`config.mk`:
```
export PLATFORM = sky130hd
export DESIGN_NAME = branch_target_buffer_flat
export DESIGN_NICKNAME = d
export VERILOG_FILES = /design/src/rtl/btb_if.sv /design/src/rtl/branch_target_buffer.sv /design/src/flat_wrapper.sv
export SDC_FILE = /design/constraint.sdc
export NUM_CORES = 2
export LEC_CHECK = 0
export ABC_AREA = 0
export CAP_MARGIN = 15
export CORE_ASPECT_RATIO = 0.9
export CORE_UTILIZATION = 58
export DETAILED_ROUTE_END_ITERATION = 12
export PLACE_DENSITY = 0.77
export SYNTH_ARGS = -nofsm -noshare
export SYNTH_HDL_FRONTEND = slang
export SYNTH_SLANG_ARGS = --single-unit
```
`constraint.sdc`:
```
create_clock -name clk -period 5.8 [get_ports clk]
set_input_delay 1.16 -clock clk [delete_from_list [all_inputs] [get_ports clk]]
set_output_delay 1.16 -clock clk [all_outputs]
set_load 0.05 [all_outputs]
```
`src/rtl/btb_if.sv`:
```
// Fetch-lookup and execute-update bundle for the branch target buffer.
// master drives PCs and resolutions; slave returns the prediction.
interface btb_if;
  logic [31:0] fetch_pc;
  logic        predictedTaken;
  logic [31:0] predicted_pc;
  logic        update_btb;
  logic [31:0] ex_pc;
  logic [31:0] ex_target;
  logic        ex_taken;

  modport master (
    output fetch_pc,
    output update_btb,
    output ex_pc,
    output ex_target,
    output ex_taken,
    input  predictedTaken,
    input  predicted_pc
  );

  modport slave (
    input  fetch_pc,
    input  update_btb,
    input  ex_pc,
    input  ex_target,
    input  ex_taken,
    output predictedTaken,
    output predicted_pc
  );
endinterface

```
`src/rtl/branch_target_buffer.sv`:
```
// Direct-mapped BTB with 2-bit saturating direction counters.
// Combinational lookup, clocked update, flop storage with async clear.
module branch_target_buffer #(
  parameter int ENTRIES = 32
) (
  input  logic   clk,
  input  logic   rst_n,
  btb_if.slave   bus
);
  localparam int IDX_W = $clog2(ENTRIES);
  localparam int TAG_W = 30 - IDX_W;

  logic [ENTRIES-1:0] valid_q;
  logic [TAG_W-1:0]   tag_q    [ENTRIES];
  logic [31:0]        target_q [ENTRIES];
  logic [1:0]         ctr_q    [ENTRIES];

  logic [IDX_W-1:0] f_idx;
  logic [TAG_W-1:0] f_tag;
  logic             f_hit;
  logic             f_taken;

  logic [IDX_W-1:0] u_idx;
  logic [TAG_W-1:0] u_tag;
  logic             u_hit;
  logic [1:0]       u_ctr;

  logic             wr_en;
  logic [1:0]       ctr_nxt;
  logic [31:0]      tgt_nxt;

  logic             unused;

  assign unused = ^{bus.fetch_pc[1:0], bus.ex_pc[1:0]};

  assign f_idx = bus.fetch_pc[IDX_W+1:2];
  assign f_tag = bus.fetch_pc[31:IDX_W+2];
  assign u_idx = bus.ex_pc[IDX_W+1:2];
  assign u_tag = bus.ex_pc[31:IDX_W+2];
  assign u_ctr = ctr_q[u_idx];

  // Lookup reads only registered state, so a same-cycle write is not seen.
  always_comb begin
    f_hit   = valid_q[f_idx] && (tag_q[f_idx] == f_tag);
    f_taken = f_hit && ctr_q[f_idx][1];
  end

  assign bus.predictedTaken = f_taken;
  assign bus.predicted_pc   = f_taken ? target_q[f_idx]
                                      : bus.fetch_pc + 32'd4;

  // Decide the write: train on hit, allocate only on a taken miss.
  always_comb begin
    u_hit   = valid_q[u_idx] && (tag_q[u_idx] == u_tag);
    wr_en   = 1'b0;
    ctr_nxt = u_ctr;
    tgt_nxt = target_q[u_idx];
    unique case (1'b1)
      bus.update_btb && u_hit && bus.ex_taken: begin
        wr_en   = 1'b1;
        ctr_nxt = (u_ctr == 2'b11) ? 2'b11 : u_ctr + 2'd1;
        tgt_nxt = bus.ex_target;
      end
      bus.update_btb && u_hit && !bus.ex_taken: begin
        wr_en   = 1'b1;
        ctr_nxt = (u_ctr == 2'b00) ? 2'b00 : u_ctr - 2'd1;
      end
      bus.update_btb && !u_hit && bus.ex_taken: begin
        wr_en   = 1'b1;
        ctr_nxt = 2'b10;
        tgt_nxt = bus.ex_target;
      end
      default: ;
    endcase
  end

  // Table storage; a hit rewrites its own tag, so one write path serves both.
  always_ff @(posedge clk or negedge rst_n) begin
    if (!rst_n) begin
      valid_q <= '0;
      for (int i = 0; i < ENTRIES; i++) begin
        tag_q[i]    <= '0;
        target_q[i] <= '0;
        ctr_q[i]    <= 2'b01;
      end
    end else if (wr_en) begin
      valid_q[u_idx]  <= 1'b1;
      tag_q[u_idx]    <= u_tag;
      target_q[u_idx] <= tgt_nxt;
      ctr_q[u_idx]    <= ctr_nxt;
    end
  end
endmodule
```
`src/flat_wrapper.sv`:
```
// flat-port wrapper written by rule: the top's interface ports become plain ports
module branch_target_buffer_flat 
#(
  parameter int ENTRIES = 32
)
  (clk, rst_n, bus_fetch_pc, bus_update_btb, bus_ex_pc, bus_ex_target, bus_ex_taken, bus_predictedTaken, bus_predicted_pc);
  btb_if bus_i ();
  input  logic clk;
  input  logic rst_n;
  input wire logic [$bits(bus_i.fetch_pc)-1:0] bus_fetch_pc;
  input wire logic [$bits(bus_i.update_btb)-1:0] bus_update_btb;
  input wire logic [$bits(bus_i.ex_pc)-1:0] bus_ex_pc;
  input wire logic [$bits(bus_i.ex_target)-1:0] bus_ex_target;
  input wire logic [$bits(bus_i.ex_taken)-1:0] bus_ex_taken;
  output wire logic [$bits(bus_i.predictedTaken)-1:0] bus_predictedTaken;
  output wire logic [$bits(bus_i.predicted_pc)-1:0] bus_predicted_pc;
  assign bus_i.fetch_pc = bus_fetch_pc;
  assign bus_i.update_btb = bus_update_btb;
  assign bus_i.ex_pc = bus_ex_pc;
  assign bus_i.ex_target = bus_ex_target;
  assign bus_i.ex_taken = bus_ex_taken;
  assign bus_predictedTaken = bus_i.predictedTaken;
  assign bus_predicted_pc = bus_i.predicted_pc;
  branch_target_buffer #(.ENTRIES(ENTRIES)) u_core (.clk(clk), .rst_n(rst_n), .bus(bus_i));
endmodule
```
==> flow_summary.toml <==
[clocking]
clockBufferDepth = 3
clock-root-buffer = "clkbuf_16"
path_clk_slew_ns = 0.06
cts_max_level = 4
cts_tree = "done"
cts_sinks = 1920
numCtsBuffers = 195
cts_hold_buf = 0
clock_latency_ns = 0.87

[timing]
fin_crit_sh_pct = 103
max_slew_margin_pct = 32.7
drv_slew = 0
min_period_ns = 5.95
holdWs_ns = 0.242
max_freq_ghz = 0.168
setup_slack_ns = -0.151
setup_viol = 29
rsz0062_at_grt = "true"
hold_violations = 0
fin_skew_ns = 0.0601
fin_setup_tns_ns = -2.02
worst_pin_slew_ns = 1.01

[detailed_routing]
viasPerCell = 7.28
final_antenna_net_count = 0
avgRoutedWirePerCell_um = 36.0
firstDrtPassIters = 5
wl_um = 347000
route.vias.total = 70100
drtIter0Drc = 9244
drc_errors = 0

[critical_path]
end_kind = "output pin"
crit_arrival_ns = 4.79
crit_start = "bus_fetch_pc[2]"
cp_max_fo = 8
critPathLaunchType = "input pin"
required_ns = 4.64
path_class = "input pin to output pin"
r2r_start = "u_core.tag_q[340]"

[place]
place_inst = 9219
dp_hpwl_um = 209000
dpl_worst_slack_ns = -1.23
portBuffers = 130
gp_congestion = 0.935

[synthesis]
syn-cell-area_um2 = 106000
synth_cells = 6897
synthFlopType = "dfrtp_1"
synth_commonest_cells = "1888 x dfrtp_1, 944 x mux2_1, 835 x mux4_2"
synth-async-reset-ratio_pct = 100
ys_seq_area_share_pct = 45.5
synth_edf_count = 0
synth_top_cell_area_share_pct = 44.7
synth_most_common_cell = "dfrtp_1"
syn_nets = 6998
yosysTopAreaCell = "dfrtp_1"
yosys_warnings = 0
synthTopCellsByArea = "dfrtp_1 45%, mux4_2 18%, mux2_1 10%"
synth_seq_cells = 1920
ys_types = 72
avgSynthCellArea_um2 = 15.3

[run_status]
status = "finished with violations"
failed_checks = "setup timing"

[global_routing]
grt_pass1_vias = 72000
grt_usage_pct = 38.1
antenna_found_initial = 11
grt_overflow = 0
grt_pass1_wl_um = 508000
grt_max_degree = 156

[cells_and_area]
stdcell_count = 9628
drive_gt1_share_pct = 40.6
fillers = 11900
seq_area_um2 = 48100
nets = 7159
multiInputGateArea_um2 = 54600
areaGrowthSynthToFinish_pct = 14.5

[power_and_ir_drop]
p_clk_share_pct = 37.1
p_comb_share_pct = 17.7
powerDensity_nw_per_um2 = 298
swShare_pct = 27.3
seqPwrFrac_pct = 45.2
p_switching_mw = 9.82
p_leak_nw = 57.0
internal-power_mw = 26.2
ir_drop_mv = 0.330

[floorplanning]
start_util_pct = 58.4
die-area_um2 = 184000
ios = 133
die_w_um = 452
die_height_um = 407
core_um2 = 181000
rows = 148

[job]
cap_violations = 0

[min_path]
min_path_type = "input pin to asynchronous set/reset pin"
==> cells in the final DEF, fill, tap and decap left out, drive strengths merged, types with 44 or more instances in the layout <==
master,netlist,layout
nand2,149,149
mux2,1907,1907
nor4,65,65
dfrtp,1888,1888
and3,44,44
buf,422,604
mux4,835,835
clkdlybuf4s50,0,86
o22ai,261,261
clkbuf,307,292
a21oi,95,95
nand3,56,56
mux2i,399,399
a22oi,56,56
nor2,54,54
==> cell type report <==
| cell class | count | area share, % |
|---|---|---|
| clock buffer | 291 | 4.76 |
| tap | 2400 | 2.48 |
| clock inverter | 68 | 0.815 |
| sequential | 1920 | 39.8 |
| multi-input combinational | 4227 | 45.2 |
| timing repair buffer | 693 | 6.87 |
| inverter | 21 | 0.0725 |
| antenna | 8 | 0.0166 |
==> through the flow <==
step                      power, mW  utilization [%]  cell area, um^2
after floorplan                20.3                -           106000
after global placement         22.2             62.4           113000
after detailed placement       22.5             62.4           113000
after CTS                      35.8             66.7           120000
after global routing           37.0             66.9           121000
final                          36.0             66.9           121000
==> kinds of logic (layout without fill, tap and decap cells) <==
logic type,after synthesis,count (layout),synth area share (%)
multiplexers,3141,3141,44.2
flip-flops,1920,1920,45.5
buffers and inverters,750,1073,3.62
AO/OA/AOI/OAI,534,534,3.28
AND/OR/NAND/NOR,497,497,2.85
XOR/XNOR,54,54,0.448
adder cells (fa/ha/maj),1,1,0.0118
other,0,8,0
==> critical path, stage by stage <==
cell and delay [ns]:
buf_16 0.15, buf_16 0.18, buf_12 0.15, mux4_2 0.40, o22ai_4 0.10, nor4_4 0.59, xnor2_2 0.17, nand4_1 0.23
nor4b_4 0.33, buf_4 0.19, nand3_4 0.12, inv_4 0.11, buf_4 0.12, or3_1 0.14, o21ai_4 0.07, a211oi_4 0.35
buf_12 0.19
==> power by group through the flow <==
stage	Combinational (mW)	Sequential (mW)	Clock [mW]
final	6.37	16.3	13.3
after global routing	6.70	16.4	13.9
after CTS	6.25	16.2	13.4
after detailed placement	6.12	16.4	0
after global placement	5.97	16.2	0
after floorplan	4.33	16.0	0
==> final timing paths <==
| path | slack (ns) | endpoint | cells after the start |
|---|---|---|---|
| min | 0.24 | u_core.tag_q[184] | 1 |
| max | -0.15 | bus_predicted_pc[7] | 17 |
| min in group clk | 0.48 | u_core.valid_q[16] | 2 |
| min reg2reg | 0.48 | u_core.valid_q[16] | 2 |
| max in group asynchronous | 3.97 | u_core.target_q[271] | 2 |
| max reg2reg | 1.33 | u_core.tag_q[613] | 14 |
==> repair_timing <==
action                                  CTS  global route
buffers inserted                         30             6
gates resized for setup                 120            52
pin swaps                                17            14
endpoints found under the setup margin   33            30
gates cloned                              5             1
==> registers in the layout (all words and copies together), names as in the netlist <==
| signal | cells |
|---|---|
| u_core.target_q | 1024 |
| u_core.tag_q | 800 |
| u_core.ctr_q | 64 |
| u_core.valid_q | 32 |
==> routing by layer <==
layer	track usage, %	wire length, um	part of all wire [%]	vias to the layer above
met5	0	22	0.0063	-
met4	23.3	24100	6.9	4
met3	10.7	38500	11	1221
met2	56.0	155000	45	4633
met1	50.6	129000	37	37300
li1	-	-	-	27000
No activity file was read; power rests on OpenSTA's default activity.
